[config.mk]
export PLATFORM = sky130hd
export DESIGN_NAME = debug_uart_tx_hex
export DESIGN_NICKNAME = d
export VERILOG_FILES = /design/src/rtl/debug_uart_tx_hex.sv
export SDC_FILE = /design/constraint.sdc
export NUM_CORES = 1
export LEC_CHECK = 0
export BUFFER_PORTS_ARGS = -buffer_cell sky130_fd_sc_hd__buf_2
export CAP_MARGIN = 20
export CORE_UTILIZATION = 50
export CTS_BUF_LIST = sky130_fd_sc_hd__clkbuf_8
export DETAILED_ROUTE_END_ITERATION = 8
export PLACE_DENSITY = 0.74
export SETUP_SLACK_MARGIN = 0.15
export SYNTH_ARGS = -nofsm -noshare
export SYNTH_HDL_FRONTEND = slang
export SYNTH_SLANG_ARGS = --single-unit
[constraint.sdc]
create_clock -name clk -period 4.55 [get_ports clk]
set_clock_uncertainty 0.05 [all_clocks]
set_input_delay 0.6825 -clock clk [delete_from_list [all_inputs] [get_ports clk]]
set_output_delay 0.6825 -clock clk [all_outputs]
set_load 0.01 [all_outputs]
[src/rtl/debug_uart_tx_hex.sv]
// Debug trace UART transmitter: prints each accepted 32-bit word as eight
// uppercase hex digits followed by CR LF, 8N1, LSB first.
module debug_uart_tx_hex #(
  parameter int CLK_FREQUENCY = 50_000_000,
  parameter int BAUD_RATE     = 115200
) (
  input  logic        clk,
  input  logic        reset,
  input  logic        word_valid,
  output logic        word_ready,
  input  logic [31:0] word_data,
  output logic        txd,
  output logic        busy
);

  localparam int DIV = CLK_FREQUENCY / BAUD_RATE;
  localparam int BW  = (DIV > 2) ? $clog2(DIV) : 1;
  localparam logic [BW-1:0] BAUD_LAST = BW'(DIV - 1);

  if (DIV < 2) begin : g_div_check
    $error("debug_uart_tx_hex: CLK_FREQUENCY/BAUD_RATE must be at least 2");
  end

  typedef enum logic [1:0] {IDLE, START, DATA, STOP} state_e;

  state_e          state_q, state_d;
  logic [BW-1:0]   baud_q, baud_d;
  logic [2:0]      bit_q, bit_d;
  logic [3:0]      chr_q, chr_d;
  logic [31:0]     word_q, word_d;
  logic            txd_q, txd_d;
  logic            bit_end;
  logic [7:0]      cur_char;

  function automatic logic [7:0] hex_ascii(input logic [3:0] n);
    return (n < 4'd10) ? (8'h30 + {4'h0, n}) : (8'h37 + {4'h0, n});
  endfunction

  // Character index 0..7 walks nibbles MSB first; 8 and 9 are CR LF.
  function automatic logic [7:0] char_at(input logic [31:0] w, input logic [3:0] idx);
    logic [31:0] sh;
    sh = w << {idx[2:0], 2'b00};
    case (idx)
      4'd8:    return 8'h0D;
      4'd9:    return 8'h0A;
      default: return hex_ascii(sh[31:28]);
    endcase
  endfunction

  assign bit_end = (baud_q == BAUD_LAST);

  always_comb begin
    state_d = state_q;
    baud_d  = baud_q;
    bit_d   = bit_q;
    chr_d   = chr_q;
    word_d  = word_q;
    case (state_q)
      IDLE: begin
        if (word_valid) begin
          word_d  = word_data;
          chr_d   = 4'd0;
          bit_d   = 3'd0;
          baud_d  = '0;
          state_d = START;
        end
      end
      START: begin
        if (bit_end) begin
          baud_d  = '0;
          bit_d   = 3'd0;
          state_d = DATA;
        end else begin
          baud_d = baud_q + BW'(1);
        end
      end
      DATA: begin
        if (bit_end) begin
          baud_d = '0;
          if (bit_q == 3'd7) state_d = STOP;
          else               bit_d   = bit_q + 3'd1;
        end else begin
          baud_d = baud_q + BW'(1);
        end
      end
      STOP: begin
        if (bit_end) begin
          baud_d = '0;
          bit_d  = 3'd0;
          if (chr_q == 4'd9) begin
            state_d = IDLE;
          end else begin
            chr_d   = chr_q + 4'd1;
            state_d = START;
          end
        end else begin
          baud_d = baud_q + BW'(1);
        end
      end
      default: state_d = IDLE;
    endcase
  end

  // txd is registered from the next-state view so the line level changes on
  // the same edge as the state, keeping every bit exactly DIV cycles long.
  always_comb begin
    cur_char = char_at(word_d, chr_d);
    case (state_d)
      START:   txd_d = 1'b0;
      DATA:    txd_d = cur_char[bit_d];
      default: txd_d = 1'b1;
    endcase
  end

  always_ff @(posedge clk or posedge reset) begin
    if (reset) begin
      state_q <= IDLE;
      baud_q  <= '0;
      bit_q   <= 3'd0;
      chr_q   <= 4'd0;
      word_q  <= 32'h0;
      txd_q   <= 1'b1;
    end else begin
      state_q <= state_d;
      baud_q  <= baud_d;
      bit_q   <= bit_d;
      chr_q   <= chr_d;
      word_q  <= word_d;
      txd_q   <= txd_d;
    end
  end

  assign word_ready = (state_q == IDLE);
  assign busy       = ~word_ready;
  assign txd        = txd_q;

endmodule

* Yosys cells after proc, flatten, opt, wreduce, memory -nomap -nowiden
Cells that the tools add are included.
Widths: inputs -> output; s select.
** Word-level totals
- Bits in registers :: 51
- Bits of input ports :: 35
- Output and inout bits :: 3
** Cells by class
- $add $sub $neg :: 5
- Magnitude comparators :: 2
- Shifts and indexed selects :: 1
- Reductions and logical operators :: 3
- Equality and inequality tests :: 11
- Mux-type cells :: 26
- Bitwise logic cells :: 1
** Operator list (count)
- $mux 32 :: 2
- $shl 32x5->32 :: 1
- $mux 9 :: 2
- $pmux 9 s2 :: 1
- $add 6x4->7 const A :: 2
- $pmux 7 s2 :: 1
- $eq 4x4->1 const B :: 3
- $mux 3 :: 4
- $mux 4 :: 3
- $mux 2 :: 5
- $add 9x1->9 const B :: 1
- $eq 9x9->1 const B :: 1
- $pmux 3 s3 :: 1
- $pmux 2 s4 :: 1
- $pmux 4 s2 :: 1
- $mux 7 :: 1
- $eq 2x2->1 const B :: 3
- $add 4x1->4 const B :: 1
- $eq 2x1->1 const B :: 2
- $lt 3x4->1 const B :: 1
- $lt 4x4->1 const B :: 1
- $add 3x1->3 const B :: 1
- $bmux 1 s3 :: 1
- $eq 3x3->1 const B :: 1
- other kinds (7) :: 8

* Depth between registers and ports, before layout
Gate-level depths: netlist of the first run.
- Word-level depth :: 11
- Mapped depth :: 18

* Worst setup path after synthesis of the first run
No wires, ideal clock.
- Path type :: reg-to-reg
- Start :: reg state_q[0]
- End :: reg txd_q, in the netlist txd
- Stages on the path, launching flop included :: 18
- Path slack :: 860 ps
- Library setup time :: 92 ps
- Data arrival time :: 3548 ps
- Cell sequence :: dfrtp_1 > inv_1 > ha_1 > clkbuf_1 > or3b_1 > nor4_1 > or3_1 > buf_6 > buf_8 > mux2i_1 > mux2i_1 > mux2i_1 > ha_1 > inv_1 > nor3_1 > mux2_2 > o211ai_1 > o211ai_1
** Between the ends
- Word-level cells in the longest chain between the ends :: 9
** Ends and longest elaborated chain
- from (decl) :: RTL line 26 : state_e state_q, state_d;
- from (signal assigned) :: RTL line 124 : state_q <= state_d;
- $eq 2x2->1 / $logic_not 2->1 (equally long branches) :: RTL line 58 : case (state_q)
- $pmux 4 s2 * :: RTL line 58
- net chr_d[1] :: RTL line 29 : logic [3:0] chr_q, chr_d;
- $shl 32x5->32 :: RTL line 42 : sh = w << {idx[2:0], 2'b00};
- $add 6x4->7 / $lt 4x4->1 (equally long branches) :: RTL line 36 : return (n < 4'd10) ? (8'h30 + {4'h0, n}) : (8'h37 + {4'h0, n});
- $mux 7 :: RTL line 36
- $pmux 7 s2 * :: RTL line 43 : case (idx)
- $bmux 1 s3 * :: RTL line 110 : DATA: txd_d = cur_char[bit_d];
- $mux 1 (not written as such) * :: RTL line 110
- $pmux 1 s2 * :: RTL line 108 : case (state_d)
- net txd_d :: RTL line 31 : logic txd_q, txd_d;
- to (signal assigned) :: RTL line 129 : txd_q <= txd_d;
- to (decl) :: RTL line 31
Mark *: on every way through the listed nets, which the timed path passes. The rest lies on a longest branch. The select of a mux whose other input is x is not followed.
A chain may end at the register's enable or synchronous reset.

* Worst setup path in the final report of the first run
- Start :: reg state_q[0]
- End :: reg txd_q, in the netlist txd
** Between the ends
- Word-level cells in the longest chain between the ends :: 9
** Ends and longest elaborated chain (RTL line)
- $eq 2x2->1 / $logic_not 2->1 (equally long branches) :: 58
- $pmux 4 s2 / $mux 32 (equally long branches) :: 58
- $shl 32x5->32 :: 42
- $add 6x4->7 / $lt 4x4->1 (equally long branches) :: 36
- $mux 7 :: 36
- $pmux 7 s2 :: 43
- $bmux 1 s3 :: 110
- $mux 1 (not written as such) :: 110
- $pmux 1 s2 * :: 108
- net txd_d :: 31
Marked as above.

==> summary.md, run 1 <==
| Metric | Value |
|---|---|
| Syn. warnings | `0` |
| Num CTS Buffers | `5` |
| Core ar. | `6030 um^2` |
| Largest cells by area after synthesis | `dfrtp_1 (40%), mux2_2 (12%), ha_1 (4.3%), mux2i_1 (4.1%), nor2_1 (2.6%)` |
| Predominant post-synthesis flop cell | `dfrtp_1` |
| Number of vias per cell | `5.96` |
| Remaining antenna violation count | `0` |
| Vias | `2,472` |
| Hold bufs inserted after CTS | `0` |
| Io pins | `38` |
| Routed wire length | `6750 um` |
| Worst Setup End Kind | `flip-flop` |
| Layout cells sized above 1 | `0.306` |
| Worst slew margin | `0.277` |
| Wire length per cell | `16.3 um` |
| Status | `finished, final reports clean` |
| Mapped Area | `3170 um^2` |
| Most frequent cells in the layout | `dfrtp_1 (50), buf_2 (37), mux2_2 (34), nor2_1 (22), inv_1 (17)` |
| Slew Viols, Final | `0` |
| 1st-iter DRT viols | `179` |
| Skew-Pair Late Insertion Delay | `310 ps` |
| Pre-CTS setup slack | `544 ps` |
| Clock-pin transition on the worst setup and hold timing paths | `100 ps` |
| Final Cell Area | `3550 um^2` |
| Net Count, Synth | `346` |
| Unique masters post-synth | `69` |
| Yosys top cell area share | `0.395` |
| Vias in the first global route | `2,278` |
| Crit path required time | `4730 ps` |
| Post-synth EDFFs | `0` |
| # clock sinks | `51` |
| Resize count post-CTS | `0` |
| Post-CTS setup buffer count | `0` |
| Post-synth top area cell | `dfrtp_1` |
| # rows | `28` |
| Worst-Margin Slew | `1080 ps` |
| Post-synth ARST share | `1.00` |
| Final period util | `0.893` |
| Area Overhead vs Synth | `12.2%` |
| FF-to-FF path depth | `17` |
| First-pass GRT wire length | `11,000 um` |
| Gp weighted congestion | `0.902` |
| Most common cell after layout, fill and taps aside | `dfrtp_1` |
| Longest Clk Path Bufs | `2` |
| Initial antenna violation count | `0` |
| Register area share after synthesis | `0.404` |
| GR Util All Layers | `0.215` |
| Die H | `81.6 um` |
| Number of port buffers | `37` |
| Final setup fails | `0` |
| H-Tree Depth | `2` |
| Placed inst area | `3420 um^2` |
| Worst R2R Start | `state_q[0]$_DFF_PP0_` |
| RSZ-0062 raised after global routing | `no` |
| CP startpoint | `state_q[0]$_DFF_PP0_` |
| Clock period minus worst slack | `4060 ps` |
| Die X | `81.6 um` |
| Ant. Diodes | `0` |
| Fin. Hold Viols | `0` |
| Crit-path max FO | `10` |
| Synth Instances | `300` |
| Syn Area/Cell | `10.6 um^2` |
| First-pass iteration count of the detailed router | `4` |
| Max Cap Viol | `0` |
| Placed cell count | `406` |
| CP startpoint kind | `flip-flop` |
| Post-DP HPWL | `5030 um` |
| LEAKAGE | `1.70 nW` |
| CTS tree | `done` |
| Max Fclk | `246 MHz` |
| Yosys reg bits | `51` |
| Initial Util | `0.525` |
| Kind of critical path | `flip-flop to flip-flop` |
| CTS Root Cell | `clkbuf_8` |
| Largest net degree at the start of global routing | `52` |
| Critical Path AT | `4240 ps` |
| Setup TNS | `0 ps` |
| Hold Path Class | `input pin to asynchronous set/reset pin` |
| PD cells | `227 nW/um^2` |
| DRC viols | `0` |
| Final WS setup | `489 ps` |
| Layout Cells excl Fill | `415` |
| Gr ovfl total | `0` |
| Maximum vdd ir drop | `170 uV` |
| Net count, final | `385` |
| DIE AREA | `6650 um^2` |
[per-stage QoR]
stage,power [mW],utilization,hold WS (ps)
after floorplan,0.469,-,395
after global placement,0.486,0.567,425
after detailed placement,0.487,0.567,433
after CTS,0.811,0.586,457
after global routing,0.836,0.589,255
final,0.808,0.589,243
[cell usage after synthesis, types with 2 or more instances]
| master | instances |
|---|---|
| a211o_1 | 2 |
| a211oi_1 | 2 |
| a21o_1 | 3 |
| a21oi_1 | 10 |
| a22o_1 | 2 |
| a31oi_1 | 3 |
| and2_1 | 2 |
| and3_2 | 3 |
| and4b_1 | 2 |
| buf_1 | 3 |
| buf_2 | 2 |
| buf_6 | 2 |
| clkbuf_1 | 4 |
| dfrtp_1 | 50 |
| ha_1 | 11 |
| inv_1 | 18 |
| mux2_2 | 34 |
| mux2i_1 | 13 |
| nand2_1 | 12 |
| nand2b_1 | 4 |
| nand3_1 | 9 |
| nand3b_1 | 2 |
| nand4_1 | 4 |
| nand4b_1 | 2 |
| nor2_1 | 22 |
| nor2b_1 | 3 |
| nor3_1 | 4 |
| nor4_1 | 5 |
| o211ai_1 | 3 |
| o21ai_0 | 8 |
| o22a_1 | 3 |
| o22ai_1 | 2 |
| o2bb2ai_1 | 2 |
| o311ai_0 | 2 |
| o31ai_1 | 5 |
| or2_2 | 2 |
| or3_1 | 2 |
| xnor2_1 | 2 |
| xor2_1 | 6 |
[power by group]
group,leakage [nW],switching [mW],internal [mW],total (mW)
Sequential,0.664,0,0.453,0.453
Clock,0.0587,0.161,0.167,0.328
Combinational,0.976,0.0136,0.0126,0.0262
[critical path, cell delays in order (launching register included)]
cell and delay, ps:
dfrtp_1 410, inv_1 100, ha_1 420, or3b_1 410, nor4_1 190, buf_4 180
or3_1 420, buf_4 270, nand3_1 100, a21oi_1 220, nor2_1 100, inv_1 60
ha_1 160, inv_1 60, a2111oi_0 470, a311o_1 210, o31ai_1 70, o211ai_1 90
[worst paths after layout]
check,end,slack (ps)
setup / recovery,txd$_DFF_PP1_,490
hold / removal,baud_q[1]$_DFFE_PP0P_,240
setup reg to reg,txd$_DFF_PP1_,490
hold reg to reg,word_q[21]$_DFF_PP0_,450
max in group asynchronous,txd$_DFF_PP1_,3650
min in group clk,word_q[21]$_DFF_PP0_,450
[state kept, by name, indices dropped and copies added (netlist names)]
name / cells
state_q: 2
word_q: 32
baud_q: 9
chr_q: 4
bit_q: 3
txd: 1
[routing by layer]
metal	wire length, um	GRT usage
met5	0	0
met3	254	0.0311
met2	3040	0.335
met1	3380	0.308
met4	78	0.0667
[cells by family after synthesis]
family          count (synthesis)  share of synthesized area
fa+ha+maj                      11                     0.0435
compound gates                 65                      0.165
buf+inv                        30                     0.0447
mux                            48                      0.167
simple gates                   87                      0.155
flops                          51                      0.404
xor+xnor                        8                     0.0221
[layout make-up]
| class | count | area (um^2) |
|---|---|---|
| Fill cell | 521 | 2470 |
| Multi-Input combinational cell | 219 | 1750 |
| Sequential cell | 51 | 1280 |
| Timing Repair Buffer | 44 | 250 |
| Tap cell | 75 | 93.8 |
| Clock buffer | 5 | 68.8 |
| Inverter | 18 | 67.6 |
| Clock inverter | 3 | 47.5 |
Power figures use the tool's default switching activity.
==> run 2: changes to the inputs <==
--- a/config.mk
+++ b/config.mk
@@ -7,6 +7,7 @@
 export LEC_CHECK = 0
 export BUFFER_PORTS_ARGS = -buffer_cell sky130_fd_sc_hd__buf_2
 export CAP_MARGIN = 20
+export CORE_ASPECT_RATIO = 0.8
 export CORE_UTILIZATION = 50
 export CTS_BUF_LIST = sky130_fd_sc_hd__clkbuf_8
 export DETAILED_ROUTE_END_ITERATION = 8
==> summary.md, run 2 (same netlist as run 1, synthesis figures left out) <==
| Metric | Value |
|---|---|
| Crit path required time | `4720 ps (was 4730 ps)` |
| Core ar. | `6010 um^2 (was 6030 um^2)` |
| Max Cap Viol | `0 (unchanged)` |
| Critical path's slowest cell | `nor4_1 (was a2111oi_0)` |
| Crit-path max cell delay | `450 ps (was 470 ps)` |
| Critical Path AT | `4220 ps (was 4240 ps)` |
| H-Tree Depth | `2 (unchanged)` |
| CTS Root Cell | `clkbuf_8 (unchanged)` |
| Max Fclk | `247 MHz (was 246 MHz)` |
| Io pins | `38 (unchanged)` |
| Gr ovfl total | `0 (unchanged)` |
| Met1 GRT Util | `0.328 (was 0.308)` |
| CP bufs+invs | `3 (was 5)` |
| CP delay by family, top | `simple AND/OR/NAND/NOR gates (unchanged)` |
| Number of port buffers | `37 (unchanged)` |
| First-pass iteration count of the detailed router | `4 (unchanged)` |
| Remaining antenna violation count | `0 (unchanged)` |
| Die H | `73.2 um (was 81.6 um)` |
| DIE AREA | `6660 um^2 (was 6650 um^2)` |
| Initial Util | `0.527 (was 0.525)` |
| Slew Viols, Final | `0 (unchanged)` |
| Clock period minus worst slack | `4050 ps (was 4060 ps)` |
| PD cells | `226 nW/um^2 (was 227 nW/um^2)` |
| Vias | `2,443 (was 2,472)` |
| Wire length per cell | `16.1 um (was 16.3 um)` |
| Longest Clk Path Bufs | `2 (unchanged)` |
| Die X | `91.0 um (was 81.6 um)` |
| Routed wire length | `6800 um (was 6750 um)` |
| Net count, final | `385 (unchanged)` |
| Ant. Diodes | `0 (unchanged)` |
| Sw Ratio | `0.218 (was 0.217)` |
| Largest net degree at the start of global routing | `52 (unchanged)` |
| Worst-Margin Slew | `951 ps (was 1080 ps)` |
| Layout cells sized above 1 | `0.309 (was 0.306)` |
| Max reg flops | `32 (unchanged)` |
| Fin. Hold Viols | `0 (unchanged)` |
| Crit-path max FO | `13 (was 10)` |
| CTS tree | `done (unchanged)` |
| Kind of critical path | `flip-flop to flip-flop (unchanged)` |
| Busiest grt layer | `met1 (was met2)` |
| Critical-path cell list | `inv_1 -> ha_1 -> or3b_1 -> nor4_1 -> or3_4 -> mux2_2 -> o22ai_1 -> nor2_1 -> inv_1 -> ha_1 -> inv_1 -> nor3_1 -> mux2_2 -> o211ai_1 -> o211ai_1 (was inv_1 -> ha_1 -> or3b_1 -> nor4_1 -> buf_4 -> or3_1 -> buf_4 -> nand3_1 -> a21oi_1 -> nor2_1 -> inv_1 -> ha_1 -> inv_1 -> a2111oi_0 -> a311o_1 -> o31ai_1 -> o211ai_1)` |
| Internal power | `631 uW (was 633 uW)` |
| Placed inst area | `3420 um^2 (about the same)` |
| Most common cell after layout, fill and taps aside | `dfrtp_1 (unchanged)` |
| Hold Path Class | `input pin to asynchronous set/reset pin (unchanged)` |
| Initial antenna violation count | `0 (unchanged)` |
| # rows | `25 (was 28)` |
| Sw Pwr | `176 uW (was 175 uW)` |
| Clock power frac | `0.406 (was 0.407)` |
| Area Overhead vs Synth | `12.6% (was 12.2%)` |
| Global Route met2 Usage | `0.299 (was 0.335)` |
| Seq pwr share | `0.561 (about the same)` |
| GR Util All Layers | `0.209 (was 0.215)` |
| Critical Path Most Common Cell | `inv_1 (unchanged)` |
| DRC viols | `0 (unchanged)` |
| Status | `finished, final reports clean (unchanged)` |
| RSZ-0062 raised after global routing | `no (unchanged)` |
| LEAKAGE | `1.69 nW (was 1.70 nW)` |
| Vias in the first global route | `2,217 (was 2,278)` |
| Final Cell Area | `3560 um^2 (was 3550 um^2)` |
| Largest Register | `word_q (unchanged)` |
| 1st-iter DRT viols | `234 (was 179)` |
| Final setup fails | `0 (unchanged)` |
| Worst slew margin | `0.361 (was 0.277)` |
| Met3 GRT Util | `0.0292 (was 0.0311)` |
| Gate power share | `0.033 (was 0.032)` |
| Skew-Pair Late Insertion Delay | `310 ps (about the same)` |
| CP startpoint kind | `flip-flop (unchanged)` |
| Number of vias per cell | `5.80 (was 5.96)` |
| Post-DP HPWL | `5080 um (was 5030 um)` |
| Num CTS Buffers | `5 (unchanged)` |
| Most frequent cells in the layout | `dfrtp_1 (50), buf_2 (37), mux2_2 (34), nor2_1 (22), inv_1 (17) (unchanged)` |
| Post-CTS setup buffer count | `0 (unchanged)` |
| First-pass GRT wire length | `11,000 um (unchanged)` |
| Clock-pin transition on the worst setup and hold timing paths | `100 ps (about the same)` |
| Setup TNS | `0 ps (unchanged)` |
| Worst Setup End Kind | `flip-flop (unchanged)` |
| Gp weighted congestion | `0.868 (was 0.902)` |
| # clock sinks | `51 (unchanged)` |
| Maximum vdd ir drop | `117 uV (was 170 uV)` |
| Largest regs | `word_q (32), baud_q (9), chr_q (4) (unchanged)` |
| Final period util | `0.890 (was 0.893)` |
run 2: power by group through the flow:
stage                     logic [mW]  registers (mW)  clock network (mW)
after floorplan              0.00756           0.462                   0
final                         0.0265           0.453               0.328
after CTS                     0.0254           0.453               0.335
after global routing          0.0306           0.453               0.348
after global placement        0.0248           0.462                   0
after detailed placement      0.0254           0.462                   0
run 2: layout make-up:
class / count / area [um^2]
Inverter: 18 / 67.6
Timing Repair Buffer: 44 / 250
Fill cell: 525 / 2440
Multi-Input combinational cell: 219 / 1750
Clock buffer: 5 / 68.8
Tap cell: 81 / 101
Clock inverter: 3 / 46.3
Sequential cell: 51 / 1280
run 2: per-layer routing:
| metal | wire, um | vias to the layer above |
|---|---|---|
| met5 | 0 | - |
| met4 | 70 | 0 |
| met3 | 264 | 8 |
| met2 | 2900 | 64 |
| met1 | 3570 | 1175 |
| li1 | - | 1196 |
run 2: metrics by stage:
stage	total power, mW	utilization	setup slack (ps)	hold WS (ps)	instances
5_1_grt	0.832	0.593	253	266	421
4_1_cts	0.814	0.589	318	457	420
2_1_floorplan	0.469	-	860	395	300
3_3_place_gp	0.487	0.570	513	424	412
3_5_place_dp	0.487	0.570	365	433	412
6_report	0.807	0.593	502	243	421
run 2: final timing paths:
path / from / cells after the start / slack [ps] / to
max: state_q[1]$_DFF_PP0_ / 15 / 500 / txd$_DFF_PP1_
min: reset / 2 / 240 / baud_q[7]$_DFFE_PP0P_
max reg2reg: state_q[1]$_DFF_PP0_ / 15 / 500 / txd$_DFF_PP1_
min reg2reg: word_q[8]$_DFF_PP0_ / 1 / 450 / word_q[8]$_DFF_PP0_
max in group asynchronous: reset / 3 / 3640 / txd$_DFF_PP1_
min in group clk: word_q[8]$_DFF_PP0_ / 1 / 450 / word_q[8]$_DFF_PP0_
run 2: repair_timing:
item / in CTS / in global routing
hold buffers: 0 / 0
gates resized for setup: 0 / 1
setup endpoints to repair: 0 / 1
hold endpoints to repair: 0 / 0
==> run 3: changes to the inputs <==
--- a/config.mk
+++ b/config.mk
@@ -11,7 +11,7 @@
 export CORE_UTILIZATION = 50
 export CTS_BUF_LIST = sky130_fd_sc_hd__clkbuf_8
 export DETAILED_ROUTE_END_ITERATION = 8
-export PLACE_DENSITY = 0.74
+export PLACE_DENSITY = 0.73
 export SETUP_SLACK_MARGIN = 0.15
 export SYNTH_ARGS = -nofsm -noshare
 export SYNTH_HDL_FRONTEND = slang
==> constraint.sdc (replaced) <==
create_clock -name clk -period 3.6 [get_ports clk]
set_clock_uncertainty 0.05 [all_clocks]
set_input_delay 0.54 -clock clk [delete_from_list [all_inputs] [get_ports clk]]
set_output_delay 0.54 -clock clk [all_outputs]
set_load 0.01 [all_outputs]
==> summary.md, run 3 (same netlist as run 1, synthesis figures left out) <==
| Metric | Value |
|---|---|
| First-pass iteration count of the detailed router | `5 (was 4)` |
| Clock period minus worst slack | `3440 ps (was 4050 ps)` |
| Number of port buffers | `37 (unchanged)` |
| Worst Setup End Kind | `flip-flop (unchanged)` |
| DIE AREA | `6660 um^2 (unchanged)` |
| Total Power | `960 uW (was 807 uW)` |
| FF-to-FF path depth | `15 (unchanged)` |
| Final period util | `0.955 (was 0.890)` |
| Initial Util | `0.527 (unchanged)` |
| Gp weighted congestion | `0.908 (was 0.868)` |
| Reg2reg setup slack | `160 ps (was 500 ps)` |
| Largest regs | `word_q (32), baud_q (9), chr_q (4) (unchanged)` |
| Initial antenna violation count | `0 (unchanged)` |
| Die H | `73.2 um (unchanged)` |
| Routed wire length | `7350 um (was 6800 um)` |
| Critical Path Most Common Cell | `inv_1 (unchanged)` |
| Clock-pin transition on the worst setup and hold timing paths | `100 ps (about the same)` |
| Critical-path cell list | `inv_1 -> ha_1 -> nand4b_1 -> or4_1 -> a32oi_2 -> o21ai_0 -> a21oi_2 -> nor2_2 -> inv_1 -> ha_2 -> inv_1 -> nor3_2 -> mux2_4 -> o211ai_1 -> o211ai_1 (was inv_1 -> ha_1 -> or3b_1 -> nor4_1 -> or3_4 -> mux2_2 -> o22ai_1 -> nor2_1 -> inv_1 -> ha_1 -> inv_1 -> nor3_1 -> mux2_2 -> o211ai_1 -> o211ai_1)` |
| Max Cap Viol | `0 (unchanged)` |
| Io pins | `38 (unchanged)` |
| Crit path required time | `3780 ps (was 4720 ps)` |
| Worst-Margin Slew | `480 ps (was 951 ps)` |
| Hold bufs inserted after CTS | `0 (unchanged)` |
| Worst R2R Start | `baud_q[1]$_DFFE_PP0P_ (was state_q[1]$_DFF_PP0_)` |
| # rows | `25 (unchanged)` |
| Placed inst area | `3560 um^2 (was 3420 um^2)` |
| GR Util All Layers | `0.223 (was 0.209)` |
| CTS tree | `done (unchanged)` |
| Critical Path AT | `3620 ps (was 4220 ps)` |
| PD cells | `252 nW/um^2 (was 226 nW/um^2)` |
| RR Endpoint | `txd$_DFF_PP1_ (unchanged)` |
| Critical path's slowest cell | `or4_1 (was nor4_1)` |
| Gr ovfl total | `0 (unchanged)` |
| Remaining antenna violation count | `0 (unchanged)` |
| Ant. Diodes | `0 (unchanged)` |
| Largest net degree at the start of global routing | `52 (unchanged)` |
| Largest Register | `word_q (unchanged)` |
| Final Cell Area | `3800 um^2 (was 3560 um^2)` |
| Die X | `91.0 um (unchanged)` |
| Net count, final | `404 (was 385)` |
| Skew-Pair Late Insertion Delay | `310 ps (about the same)` |
| Status | `finished, final reports clean (unchanged)` |
| Core ar. | `6010 um^2 (unchanged)` |
| Layout cells sized above 1 | `0.401 (was 0.309)` |
| Num CTS Buffers | `5 (unchanged)` |
| CTS Root Cell | `clkbuf_8 (unchanged)` |
| RSZ-0062 raised after global routing | `yes (was no)` |
| Slew Viols, Final | `0 (unchanged)` |
| Crit-path max FO | `5 (was 13)` |
| Area Overhead vs Synth | `20.2% (was 12.6%)` |
| First-pass GRT wire length | `11,700 um (was 11,000 um)` |
| Maximum vdd ir drop | `144 uV (was 117 uV)` |
| DRC viols | `0 (unchanged)` |
| H-Tree Depth | `2 (unchanged)` |
| Wire length per cell | `16.7 um (was 16.1 um)` |
| Longest Clk Path Bufs | `2 (unchanged)` |
| Crit-path max cell delay | `640 ps (was 450 ps)` |
| Fin. Hold Viols | `0 (unchanged)` |
| LEAKAGE | `1.79 nW (was 1.69 nW)` |
| Most common cell after layout, fill and taps aside | `dfrtp_1 (unchanged)` |
| 1st-iter DRT viols | `223 (was 234)` |
| Max Fclk | `291 MHz (was 247 MHz)` |
| Vias in the first global route | `2,395 (was 2,217)` |
| Kind of critical path | `flip-flop to flip-flop (unchanged)` |
| Hold Path Class | `input pin to asynchronous set/reset pin (unchanged)` |
| Number of vias per cell | `5.91 (was 5.80)` |
| CP startpoint kind | `flip-flop (unchanged)` |
| # clock sinks | `51 (unchanged)` |
| Max reg flops | `32 (unchanged)` |
| Most frequent cells in the layout | `dfrtp_1 (50), buf_2 (37), mux2_2 (33), buf_4 (24), nor2_1 (20) (was dfrtp_1 (50), buf_2 (37), mux2_2 (34), nor2_1 (22), inv_1 (17))` |
| Worst slew margin | `0.677 (was 0.361)` |
| Vias | `2,601 (was 2,443)` |
| Post-DP HPWL | `5220 um (was 5080 um)` |
| Final setup fails | `0 (unchanged)` |
## run 3: changes by cell type in the layout (fill, tap and decap cells not counted), sizes merged
| cell | delta |
|---|---|
| buf | +19 |
| bufinv | -1 |
| clkinv | +1 |
| clkinvlp | -1 |
| inv | +1 |
## run 3: routing by layer
| metal | routed length (um) | GRT usage | up-vias |
|---|---|---|---|
| li1 | - | - | 1233 |
| met3 | 456 | 0.0354 | 13 |
| met4 | 93 | 0.0564 | 0 |
| met5 | 0 | 0 | - |
| met1 | 3640 | 0.343 | 1256 |
| met2 | 3170 | 0.325 | 99 |
## run 3: worst max-delay path: cells and delay by family, from the launching register on
family                   cells  cell delay, ps
multiplexers                 1             320
flip-flops                   1             440
AO/OA/AOI/OAI                5             920
buffers and inverters        3             180
AND/OR/NAND/NOR              4            1110
adder cells (fa/ha/maj)      2             320
## run 3: worst max-delay path by stage
stage                          start       endpoint  slack [ps]
6_report       baud_q[1]$_DFFE_PP0P_  txd$_DFF_PP1_         160
5_1_grt         state_q[0]$_DFF_PP0_  txd$_DFF_PP1_          -7
4_1_cts        baud_q[1]$_DFFE_PP0P_  txd$_DFF_PP1_         170
3_5_place_dp    state_q[0]$_DFF_PP0_  txd$_DFF_PP1_          20
3_3_place_gp    state_q[0]$_DFF_PP0_  txd$_DFF_PP1_         180
2_1_floorplan   state_q[0]$_DFF_PP0_  txd$_DFF_PP1_         160
## run 3: metrics by stage
stage	std cells	setup WS [ps]	utilization	hold WS [ps]	TNS, ps
floorplan	300	164	-	395	0
detailed placement	425	16.9	0.593	430	0
global placement	425	178	0.593	417	0
finish	440	162	0.634	78.5	0
CTS	436	171	0.614	402	0
global route	440	-6.81	0.634	91.2	-6.81
## run 3: cell type report
cell class	count	area, um^2
Fill cell	501	2200
Multi-Input combinational cell	219	1870
Sequential cell	51	1280
Timing Repair Buffer	63	397
Tap cell	81	101
Clock buffer	5	68.8
Inverter	18	67.6
Clock inverter	3	26.3
## run 3: where the power goes
part	leakage, nW	switching, mW	internal [mW]	total (mW)
Clock	0.0491	0.211	0.144	0.355
Combinational	1.08	0.0170	0.0160	0.0329
Sequential	0.664	0	0.572	0.572
Total	1.79	0.228	0.732	0.960
## run 3: what timing repair did
action / 4_1_cts / 5_1_grt
setup buffers: 3 / 3
setup endpoints to repair: 1 / 1
pin swaps: 2 / 5
resized for setup: 1 / 17
